**src/rtl/mac_step3.sv**
```systemverilog
// Three-stage fused multiply-add back end: aligns a pre-multiplied product with a
// single-precision addend and packs the sum. Define MAC_STEP3_RNE_EN for round-to-nearest-even.
module mac_step3 #(
  parameter int LAT = 3
) (
  input  logic        CLK,
  input  logic        RESETn,
  input  logic        in_valid,
  output logic        in_ready,
  input  logic        in_sign,
  input  logic [7:0]  in_ex,
  input  logic [21:0] mul_out,
  input  logic [4:0]  count,
  input  logic [31:0] in_C,
  output logic        out_valid,
  input  logic        out_ready,
  output logic [31:0] result,
  output logic [2:0]  flags
);

  logic           adv;
  logic [LAT:0]   vld;

  assign in_ready  = !(out_valid && !out_ready);
  assign adv       = in_ready;
  assign out_valid = vld[LAT];

  // Input capture
  logic        r_sign;
  logic [7:0]  r_ex;
  logic [21:0] r_mul;
  logic [4:0]  r_cnt;
  logic [31:0] r_c;

  // NOTE: data registers carry no reset; only valid bits and the visible outputs need a defined value.
  always_ff @(posedge CLK) begin
    if (adv && in_valid) begin
      // NOTE: non-blocking assignments so every stage samples the values from before the edge.
      r_sign <= in_sign;
      r_ex   <= in_ex;
      r_mul  <= mul_out;
      r_cnt  <= count;
      r_c    <= in_C;
    end
  end

  // Stage 1: left-justify the product, unpack C, detect bypass cases
  logic [7:0]  c_exp;
  logic        c_zero, c_special;
  logic [9:0]  s1_ep_n;
  logic [23:0] s1_pm_n, s1_cm_n;
  logic        s1_byp_n;
  logic [31:0] s1_bv_n;

  always_comb begin
    // NOTE: every signal of a combinational block gets a value on every path, so no latch is inferred.
    c_exp     = r_c[30:23];
    c_zero    = (c_exp == 8'd0);
    c_special = (c_exp == 8'hFF);
    s1_ep_n   = {2'b00, r_ex} + {5'd0, r_cnt} - 10'd20;
    s1_pm_n   = {2'b00, r_mul} << (5'd23 - r_cnt);
    s1_cm_n   = c_zero ? 24'd0 : {1'b1, r_c[22:0]};
    s1_byp_n  = c_special || (r_mul == 22'd0) || ($signed(s1_ep_n) <= 10'sd0);
    s1_bv_n   = c_zero ? {r_c[31], 31'd0} : r_c;
  end

  logic        s1_byp, s1_ps, s1_cs;
  logic [31:0] s1_bv;
  logic [9:0]  s1_ep;
  logic [23:0] s1_pm, s1_cm;
  logic [7:0]  s1_ce;

  always_ff @(posedge CLK) begin
    if (adv) begin
      s1_byp <= s1_byp_n;
      s1_bv  <= s1_bv_n;
      s1_ps  <= r_sign;
      s1_ep  <= s1_ep_n;
      s1_pm  <= s1_pm_n;
      s1_cs  <= r_c[31];
      s1_ce  <= c_exp;
      s1_cm  <= s1_cm_n;
    end
  end

  // Stage 2: order by magnitude, align with guard/round/sticky, add or subtract
  logic        p_big, sa, sb;
  logic [9:0]  ea, eb, d;
  logic [23:0] ma, mb;
  logic [26:0] op_a, op_b, shf, mask, al;
  logic        stk;
  logic [27:0] sum_n;

  always_comb begin
    p_big = {s1_ep, s1_pm} >= {2'b00, s1_ce, s1_cm};
    ea    = p_big ? s1_ep : {2'b00, s1_ce};
    eb    = p_big ? {2'b00, s1_ce} : s1_ep;
    ma    = p_big ? s1_pm : s1_cm;
    mb    = p_big ? s1_cm : s1_pm;
    sa    = p_big ? s1_ps : s1_cs;
    sb    = p_big ? s1_cs : s1_ps;
    d     = ea - eb;
    op_a  = {ma, 3'b000};
    op_b  = {mb, 3'b000};
    shf   = op_b >> d;
    mask  = (27'd1 << d) - 27'd1;
    stk   = |(op_b & mask);
    if (d >= 10'd27) al = {26'd0, |mb};
    else             al = {shf[26:1], shf[0] | stk};
    sum_n = (sa ^ sb) ? ({1'b0, op_a} - {1'b0, al}) : ({1'b0, op_a} + {1'b0, al});
  end

  logic        s2_byp, s2_sign;
  logic [31:0] s2_bv;
  logic [9:0]  s2_exp;
  logic [27:0] s2_sum;

  always_ff @(posedge CLK) begin
    if (adv) begin
      s2_byp  <= s1_byp;
      s2_bv   <= s1_bv;
      s2_sign <= sa;
      s2_exp  <= ea;
      s2_sum  <= sum_n;
    end
  end

  // Stage 3: normalize, round, renormalize on carry, pack
  logic [4:0]  lz;
  logic [27:0] norm;
  logic [10:0] e_n, e_r;
  logic [23:0] mant;
  logic [24:0] mant_r;
  logic [22:0] frac;
  logic        inx, rup;
  logic [31:0] res_n;
  logic [2:0]  fl_n;

  always_comb begin
    lz = 5'd0;
    for (int i = 0; i < 28; i++) begin
      if (s2_sum[i]) lz = 5'(27 - i);
    end
    norm = s2_sum << lz;
    e_n  = {s2_exp[9], s2_exp} + 11'd1 - {6'd0, lz};
    mant = norm[27:4];
    inx  = |norm[3:0];
`ifdef MAC_STEP3_RNE_EN
    rup  = norm[3] & ((|norm[2:0]) | norm[4]);
`else
    rup  = 1'b0;
`endif
    mant_r = {1'b0, mant} + {24'd0, rup};
    e_r    = e_n + {10'd0, mant_r[24]};
    frac   = mant_r[24] ? mant_r[23:1] : mant_r[22:0];

    res_n = {s2_sign, e_r[7:0], frac};
    fl_n  = {2'b00, inx};
    if (s2_byp) begin
      res_n = s2_bv;
      fl_n  = 3'b000;
    end else if (s2_sum == 28'd0) begin
      res_n = 32'd0;
      fl_n  = 3'b000;
    end else if ($signed(e_r) >= 11'sd255) begin
      res_n = {s2_sign, 8'hFF, 23'd0};
      fl_n  = 3'b101;
    end else if ($signed(e_r) <= 11'sd0) begin
      res_n = {s2_sign, 31'd0};
      fl_n  = 3'b011;
    end
  end

  always_ff @(posedge CLK or negedge RESETn) begin
    if (!RESETn) begin
      vld    <= '0;
      result <= 32'd0;
      flags  <= 3'b000;
    end else if (adv) begin
      vld    <= {vld[LAT-1:0], in_valid};
      result <= res_n;
      flags  <= fl_n;
    end
  end

endmodule

```
**config.mk**
```make
export PLATFORM = sky130hd
export DESIGN_NAME = mac_step3
export DESIGN_NICKNAME = d
export VERILOG_FILES = /design/src/rtl/mac_step3.sv
export SDC_FILE = /design/constraint.sdc
export NUM_CORES = 1
export LEC_CHECK = 0
export BUFFER_PORTS_ARGS = -buffer_cell sky130_fd_sc_hd__buf_2
export CAP_MARGIN = 20
export CORE_MARGIN = 1.5
export CORE_UTILIZATION = 55
export DETAILED_ROUTE_END_ITERATION = 12
export GPL_TIMING_DRIVEN = 1
export PLACE_DENSITY = 0.7
export RECOVER_POWER = 100
export SLEW_MARGIN = 20
export SYNTH_ARGS = -nofsm -noshare
export SYNTH_HDL_FRONTEND = slang
export SYNTH_SLANG_ARGS = --single-unit
```
**constraint.sdc**
```tcl
create_clock -name CLK -period 16.9 [get_ports CLK]
set_input_delay 0 -clock CLK [delete_from_list [all_inputs] [get_ports CLK]]
set_output_delay 0 -clock CLK [all_outputs]
set_load 0.02 [all_outputs]
```
-- Word-level counts from Yosys, hierarchy flattened
Index checks and enable logic that the tools add are counted.
W data, S select, Z words.
- input bits: 72
- bits in latches: 0
- word-level logic and storage cells: 102
- memory bits (writable): 0
- ROM bits: 0
- output and inout bits: 37
- register bits: 280
- memories kept: 0
- multiply operators: 0
- shifts and indexed selects: 4
- bitwise operators: 3
- add/subtract/negate cells: 9
- div/mod/pow operators: 0
- muxes and demuxes: 45
- equal/unequal tests: 1
- order comparisons: 5
- reduce and logical (&&, ||, !) cells: 12
- operators with widths (operator ; count):
    $mux W5 ; 28
    $mux W24 ; 3
    $mux W32 ; 2
    $mux W31 ; 2
    $ge A34 B32 Y1 ; 1
    $add A27 B27 Y28 ; 1
    $logic_not A28 Y1 ; 1
    $mux W28 ; 1
    $shl A28 B5 Y27 ; 1
    $sub A27 B27 Y28 ; 1
    $and A27 B27 Y27 ; 1
    $mux W27 ; 1
    $reduce_or A27 Y1 ; 1
    $shl A1 B10 Y27 const A ; 1
    $shr A27 B10 Y27 ; 1
    $sub A27 B1 Y27 const B ; 1
    $reduce_or A24 Y1 ; 1
    $shl A22 B5 Y24 ; 1
    $logic_not A22 Y1 ; 1
    $mux W10 ; 2
    $add A10 B2 Y11 const B ; 1
    $ge A11 B9 Y1 const B ; 1
    $le A11 B1 Y1 const B ; 1
    $sub A11 B5 Y11 ; 1
    other kinds (17) ; 23

-- Depth between registers and ports, before layout
Gate-level depths: netlist of the first run.
- depth in word-level cells: 34
- gate-level depth with buffers: 51
- mapped depth without buffers: 45

-- Worst setup path before layout of the first run
OpenSTA, ideal clock, no wires.
- kind: register to register
- from: register s1_ep[0]
- to: register s2_sum[26] (data pin)
- library setup time: 0.269 ns
- path buffers: 7
- stages on the path, launching flop included: 42
- data arrival time: 8.331 ns
- path slack: 8.300 ns
- clock period less this slack: 8.600 ns
- path through: edfxtp_1 -> ha_1 -> buf_4 -> clkinv_2 -> o21bai_1 -> a221o_1 -> o21a_1 -> nor3_4 -> buf_2 -> buf_4 -> buf_2 -> clkbuf_1 -> a21oi_1 -> ha_1 -> o21ai_0 -> a32oi_1 -> nor2_2 -> clkbuf_1 -> [6 not listed] -> nand2_1 -> ha_1 -> o21bai_1 -> a21oi_1 -> o21ba_2 -> o21bai_1 -> a21oi_1 -> o21bai_1 -> a21oi_1 -> o21ai_0 -> o311a_1 -> a21o_1 -> nand3_1 -> a31oi_1 -> a2111oi_0 -> a21oi_1 -> o31ai_1 -> xor2_1
- longest elaborated chain between the ends: 11
- ends and longest elaborated chain (element ; line ; text):
    start: declaration ; 69 ; logic [9:0] s1_ep;
    start signal: assignment ; 78 ; s1_ep <= s1_ep_n;
    $ge A34 B32 Y1 ; 95 ; p_big = {s1_ep, s1_pm} >= {2'b00, s1_ce, s1_cm};
    $mux W10 (on tied branches) ; 96, 97 ;
    $sub A10 B10 Y10 ; 102 ; d = ea - eb;
    $shl A1 B10 Y27 ; 106 ; mask = (27'd1 << d) - 27'd1;
    $sub A27 B1 Y27 ; 106 ;
    $and A27 B27 Y27 ; 107 ; stk = |(op_b & mask);
    $reduce_or A27 Y1 ; 107 ;
    $or A1 B1 Y1 ; 109 ; else al = {shf[26:1], shf[0] | stk};
    $mux W27 ; 108 ; if (d >= 10'd27) al = {26'd0, |mb};
    $add A27 B27 Y28 / $sub A27 B27 Y28 (equally long branches) ; 110 ; sum_n = (sa ^ sb) ? ({1'b0, op_a} - {1'b0, al}) : ({1'b0, op_a} + {1'b0, al});
    $mux W28 (*) ; 110 ;
    net sum_n[26] ; 92 ; logic [27:0] sum_n;
    end signal: assignment ; 124 ; s2_sum <= sum_n;
    end: declaration ; 116 ; logic [27:0] s2_sum;
The timed path passes the listed nets; every way through them passes the cells marked *.
A chain may end at the register's enable or synchronous reset.

-- Worst setup path in the final report of the first run
Ends and elaborated chain as after synthesis.

==> results of run 1 <==
==> flip-flops by register name, summed over array words and instances, names as in the netlist <==
name	cells
s2_byp	1
s1_bv	32
r_sign	1
r_cnt	5
result	32
s2_sign	1
s1_ps	1
s2_exp	10
r_c	32
s1_ce	8
flags	3
s1_ep	10
s1_pm	24
s2_sum	28
r_ex	8
s1_byp	1
vld	4
s2_bv	32
s1_cm	1
r_mul	22
==> Yosys cell counts (all sizes together) (18+ instances only) <==
library cell / instances
a211oi: 26
a21o: 21
a21oi: 156
a22oi: 18
a31oi: 19
and2: 41
and3: 19
buf: 30
clkbuf: 89
dfrtp: 39
edfxtp: 217
ha: 109
inv: 121
mux2i: 128
mux4: 23
nand2: 206
nand2b: 21
nand3: 42
nand4: 27
nor2: 164
nor2b: 24
nor3: 43
nor4: 25
o21ai: 124
o21bai: 24
o22ai: 25
o31ai: 18
xnor2: 25
==> cells in the final DEF, fill, tap and decap left out, types with 19 or more instances in the layout <==
cell type	count
a31oi_1	19
inv_1	118
mux2i_1	128
and3_1	19
xnor2_1	24
mux4_2	23
dlygate4sd3_1	70
a21oi_1	155
o22ai_1	25
buf_2	67
a21o_1	21
and2_1	24
nand2b_1	21
a211oi_1	25
nor2_1	163
o21bai_1	24
nor2b_1	23
nor3_1	43
ha_1	109
nand2_1	206
clkbuf_1	56
o21ai_0	118
dfrtp_1	39
nand4_1	27
clkbuf_16	29
edfxtp_1	217
nand3_1	42
nor4_1	25
==> final timing paths <==
| kind | to | slack [ns] | cells past startpoint |
|---|---|---|---|
| worst max register to register | s2_sum[26] | 4.38 | 38 |
| max in group asynchronous | result[9] | 15.08 | 2 |
| min in group asynchronous | vld[0] | 0.59 | 2 |
| worst min register to register | s2_bv[26] | 0.42 | 0 |
| worst min-delay path | r_mul[6] | 0.15 | 2 |
| worst max-delay path | s2_sum[26] | 4.38 | 38 |
==> stage by stage <==
stage          instance area, sq um  setup WS (ns)
4_1_cts                       21300           7.52
5_1_grt                       21200           3.35
3_3_place_gp                  19700           7.79
2_1_floorplan                 18800           8.30
6_report                      21200           4.38
3_5_place_dp                  19700           7.58
==> per-layer routing <==
metal / vias up / part of all wire, % / track usage (%)
met5: - / 0.031 / 0
met4: 2 / 5.1 / 15.4
met3: 169 / 7.7 / 4.87
met2: 810 / 44 / 51.5
met1: 7861 / 43 / 44.2
li1: 7688 / - / -
==> area by class of cell <==
class	instances	area, sq um
Clock buffer	33	741
Fill cell	2805	12500
Timing Repair Buffer	202	1330
Clock inverter	20	221
Inverter	125	472
Multi-Input combinational cell	1510	10300
Sequential cell	256	7490
Tap cell	448	561
==> logic make-up (layout without fill, tap and decap cells) <==
kind of cell | after synthesis | count (layout) | share of synthesized area [%]
fa+ha+maj | 112 | 112 | 7.57
flops | 256 | 256 | 39.8
xor+xnor | 37 | 37 | 1.72
mux | 164 | 164 | 10.3
compound gates | 546 | 546 | 19.1
simple gates | 651 | 651 | 16.4
buf+inv | 244 | 380 | 5.03
==> critical path, delay by kind of cell (launching register included) <==
family	cells	cell delay, ns
xor gates and xnor gates	1	0.16
muxes	1	0.09
adders and majority gates	3	1.05
and+or+nand+nor	4	0.62
buffers and inverters	4	4.20
AOI/OAI and AO/OA	25	5.64
DFF	1	0.42
==> timing repair <==
action,4_1_cts,5_1_grt
setup buffers,0,0
hold endpoints to repair,111,0
hold buffers,70,0
==> flow_summary.yaml, run 1 <==
outcome:
  status: "complete, but fails checks"
  violations: "max-capacitance violations, max-slew violations"
routing:
  drt_pass1_iterations: 6
  ant_nets: 0
  drt-initial-drc-count: 1871
  via_per_inst: 6.37
  vias: 16500
  drt-total-wl_microns: 58300
  routedWlPerCell_microns: 22.5
  drcViolationCount: 0
final_layout:
  final_nets: 2308
  fin_cells: 2594
  synthToLayoutAreaGrowth_pct: 12.5
  drive_gt1_share_pct: 9.23
  final_util_pct: 62.9
  diodes: 0
critical_path:
  slowest_delay_ns: 1.60
  critPathSlowestCell: "clkinvlp_2"
  cp_data_arrival_time_ns: 12.82
  startpoint_type: "flip-flop"
  cp-end-kind: "flip-flop"
  path_max_fanout: 51
  crit_path_start: "s1_ep[0]"
  required_ns: 17.20
  path_class: "flip-flop to flip-flop"
  r2r_start: "s1_ep[0]"
  cpMostUsedCell: "a21oi_1"
place:
  gp_congestion: 0.995
  io_buffers: 108
  dp_hpwl_microns: 43500
  place_inst: 2471
die:
  fp.dieArea_sq_um: 35300
  initial_core_util_pct: 56.0
  die_x_microns: 188
  die_height_microns: 188
  ios: 109
  rows: 67
  core-area_sq_um: 33600
sta:
  rsz0062_at_grt: "false"
  fin_skew_ns: 0.0210
  worst_slew_pin_slew_ns: 4.09
  setup_tns_ns: 0
  hold_ws_ns: 0.148
  fmax_mhz: 79.9
  hold_viol: 0
  slew_headroom_pct: -173
  period_share_pct: 74.1
  maxSlewViolCount: 513
  period_minus_slack_ns: 12.52
  setup_viol: 0
synth:
  syn_nets: 2194
  synth_top_area_cell: "edfxtp_1"
  synth_area_leaders: "edfxtp_1 (35%), ha_1 (7.2%), mux2i_1 (6.8%), dfrtp_1 (5.2%), a21oi_1 (4.2%)"
  postSynthAreaPerCell_sq_um: 9.36
  ys_types: 89
  synth_edf_count: 217
  yosysWarnings: 0
  syn_inst: 2010
  ys_seq_elements: 256
  synth-async-reset-ratio_pct: 15.2
  syn_area_sq_um: 18800
  synth_top_area_share_pct: 34.6
  ys.flop_type: "edfxtp_1"
  ys_seq_area_share_pct: 39.8
clock_tree:
  cts.repair.resized: 0
  clock_latency_ns: 0.56
  h-tree-depth: 1
  cts_sinks: 256
  clkTransAtPathRegs_ns: 0.07
  cts_root_buf: "clkbuf_16"
  cts_made_buffers: 29
  cts_tree: "built"
  clockBufferDepth: 3
global_routing:
  grt_pass1_wl_microns: 90000
  grt_overflow_total: 0
  grt_pass1_vias: 15800
  grt_max_degree: 80
  grtUsageTotal_pct: 32.6
  antenna_found_initial: 1
hold_path:
  min_path_type: "input pin to flip-flop"
  timing.hold.worst.start: "mul_out[6]"
job:
  max-cap-violations: 10
Power of run 1 is left out: the tool's default activity adds up to more than one toggle a clock period on the data nets, which glitch-free logic cannot reach.
==> run 2: changes to the inputs <==
clock period = 13 ns   (was 16.9 ns; I/O delays follow)
==> run 2 against run 1 <==
The run still ends with max-capacitance violations, max-slew violations left. Via count shrank 0.18%. Worst setup slack lost 2.3 ns. Wire length grew 2.6%. Clock skew shrank 0.00076 ns. Critical path depth shrank 4. Global-route usage grew 0.97 points. Critical endpoint is now s2_sum[24]. Largest cell class unchanged.
==> flow_summary.yaml, run 2 (synthesized netlist as in run 1, its figures left out) <==
outcome:
  status: "complete, but fails checks"
  violations: "max-capacitance violations, max-slew violations"
place:
  gp_congestion: 0.972
  dp_hpwl_microns: 44900
  io_buffers: 108
global_routing:
  grt_pass1_vias: 15500
  grt_max_degree: 77
  grt_pass1_wl_microns: 91900
  grtUsageTotal_pct: 33.6
  antenna_found_initial: 0
  grt_overflow_total: 0
critical_path:
  cp_top_family: "compound AO/OA/AOI/OAI gates"
  critPathSlowestCell: "clkinvlp_2"
  path_max_fanout: 46
  r2r_start: "s1_ep[0]"
  required_ns: 13.29
  rrSetupSlack_ns: 2.04
  r2r-end: "s2_sum[24]"
  worst-path-buf-inv: 4
  cp_data_arrival_time_ns: 11.25
  slowest_delay_ns: 1.14
  startpoint_type: "flip-flop"
  cp-end-kind: "flip-flop"
  worstRegToRegCells: 34
  path_class: "flip-flop to flip-flop"
routing:
  via_per_inst: 6.38
  drt-initial-drc-count: 1606
  dr.max_layer_used: "met4"
  met2_length_microns: 27100
  drt_pass1_iterations: 6
  vias: 16500
  drcViolationCount: 0
  routedWlPerCell_microns: 23.1
  met3_length_microns: 4640
  drt-total-wl_microns: 59900
  wl_met1_microns: 25800
  ant_nets: 0
sta:
  hold_viol: 0
  slew_headroom_pct: -204
  period_minus_slack_ns: 10.96
  rsz0062_at_grt: "false"
  fin_skew_ns: 0.0202
  fmax_mhz: 91.3
  period_share_pct: 84.3
  worst_slew_pin_slew_ns: 4.56
  maxSlewViolCount: 424
  setup_tns_ns: 0
  setup_viol: 0
die:
  die_x_microns: 188
  fp.dieArea_sq_um: 35300
  core-area_sq_um: 33600
  initial_core_util_pct: 56.0
  ios: 109
  rows: 67
  die_height_microns: 188
final_layout:
  final_nets: 2304
  diodes: 0
  drive_gt1_share_pct: 8.79
  final_common_cell: "edfxtp_1"
  layout_common_cells: "edfxtp_1 (217), nand2_1 (206), nor2_1 (163), a21oi_1 (155), mux2i_1 (128)"
  synthToLayoutAreaGrowth_pct: 12.1
hold_path:
  min_path_cells: 2
  min_path_type: "input pin to flip-flop"
  timing.hold.worst.start: "mul_out[8]"
  min_to: "r_mul[8]"
clock_tree:
  clock_latency_ns: 0.55
  cts_root_buf: "clkbuf_16"
  h-tree-depth: 1
  clkTransAtPathRegs_ns: 0.06
  cts_sinks: 256
  clockBufferDepth: 3
  cts_made_buffers: 27
  cts.repair.resized: 0
  postCtsSetupBuffers: 0
  cts_tree: "built"
job:
  max-cap-violations: 8
## run 2: cell types whose count changed in the layout (fill, tap and decap cells not counted), sizes merged
cell | before | now
clkinv | 12 | 10
inv | 123 | 122
bufinv | 4 | 2
clkinvlp | 6 | 2
clkbuf | 85 | 88
## run 2: worst max-delay path by stage
stage | from | end | depth (start not counted)
after floorplan | s1_ep[0] | s2_sum[26] | 41
after global placement | s1_ce[0] | s2_sum[25] | 38
after detailed placement | s1_ep[0] | s2_sum[26] | 39
after CTS | s1_ep[0] | s2_sum[26] | 39
after global routing | s1_ce[0] | s2_sum[25] | 39
final | s1_ep[0] | s2_sum[24] | 34
## run 2: final cells by class
| class | count | area (sq um) |
|---|---|---|
| inverters | 125 | 472 |
| flip-flops and latches | 256 | 7490 |
| fillers | 2816 | 12500 |
| clock inverters | 11 | 116 |
| repair buffers | 200 | 1330 |
| well taps | 448 | 561 |
| multi-input cells | 1510 | 10400 |
| clock buffers | 38 | 769 |
## run 2: what timing repair did
action / 4_1_cts / 5_1_grt
hold endpoints to repair: 108 / 0
hold buffers: 70 / 0
setup endpoints to repair: 0 / 0
## run 2: layer usage
layer,vias to the layer above,global-route usage (%)
met5,-,0
met4,0,11.7
met3,146,4.53
met2,795,54.3
met1,7871,46.4
li1,7689,-
## run 2: through the flow
step	instances	util, %	worst slack, ns	cell area, sq um	hold slack, ns
finish	2588	62.7	2.04	21100	0.160
global route	2588	62.7	1.34	21100	0.148
CTS	2588	63.2	3.46	21200	0.111
detailed placement	2469	58.5	3.47	19700	0.153
global placement	2469	58.5	3.60	19700	0.144
floorplan	2010	-	4.40	18800	-0.296
Power of run 2 is left out for the same reason.
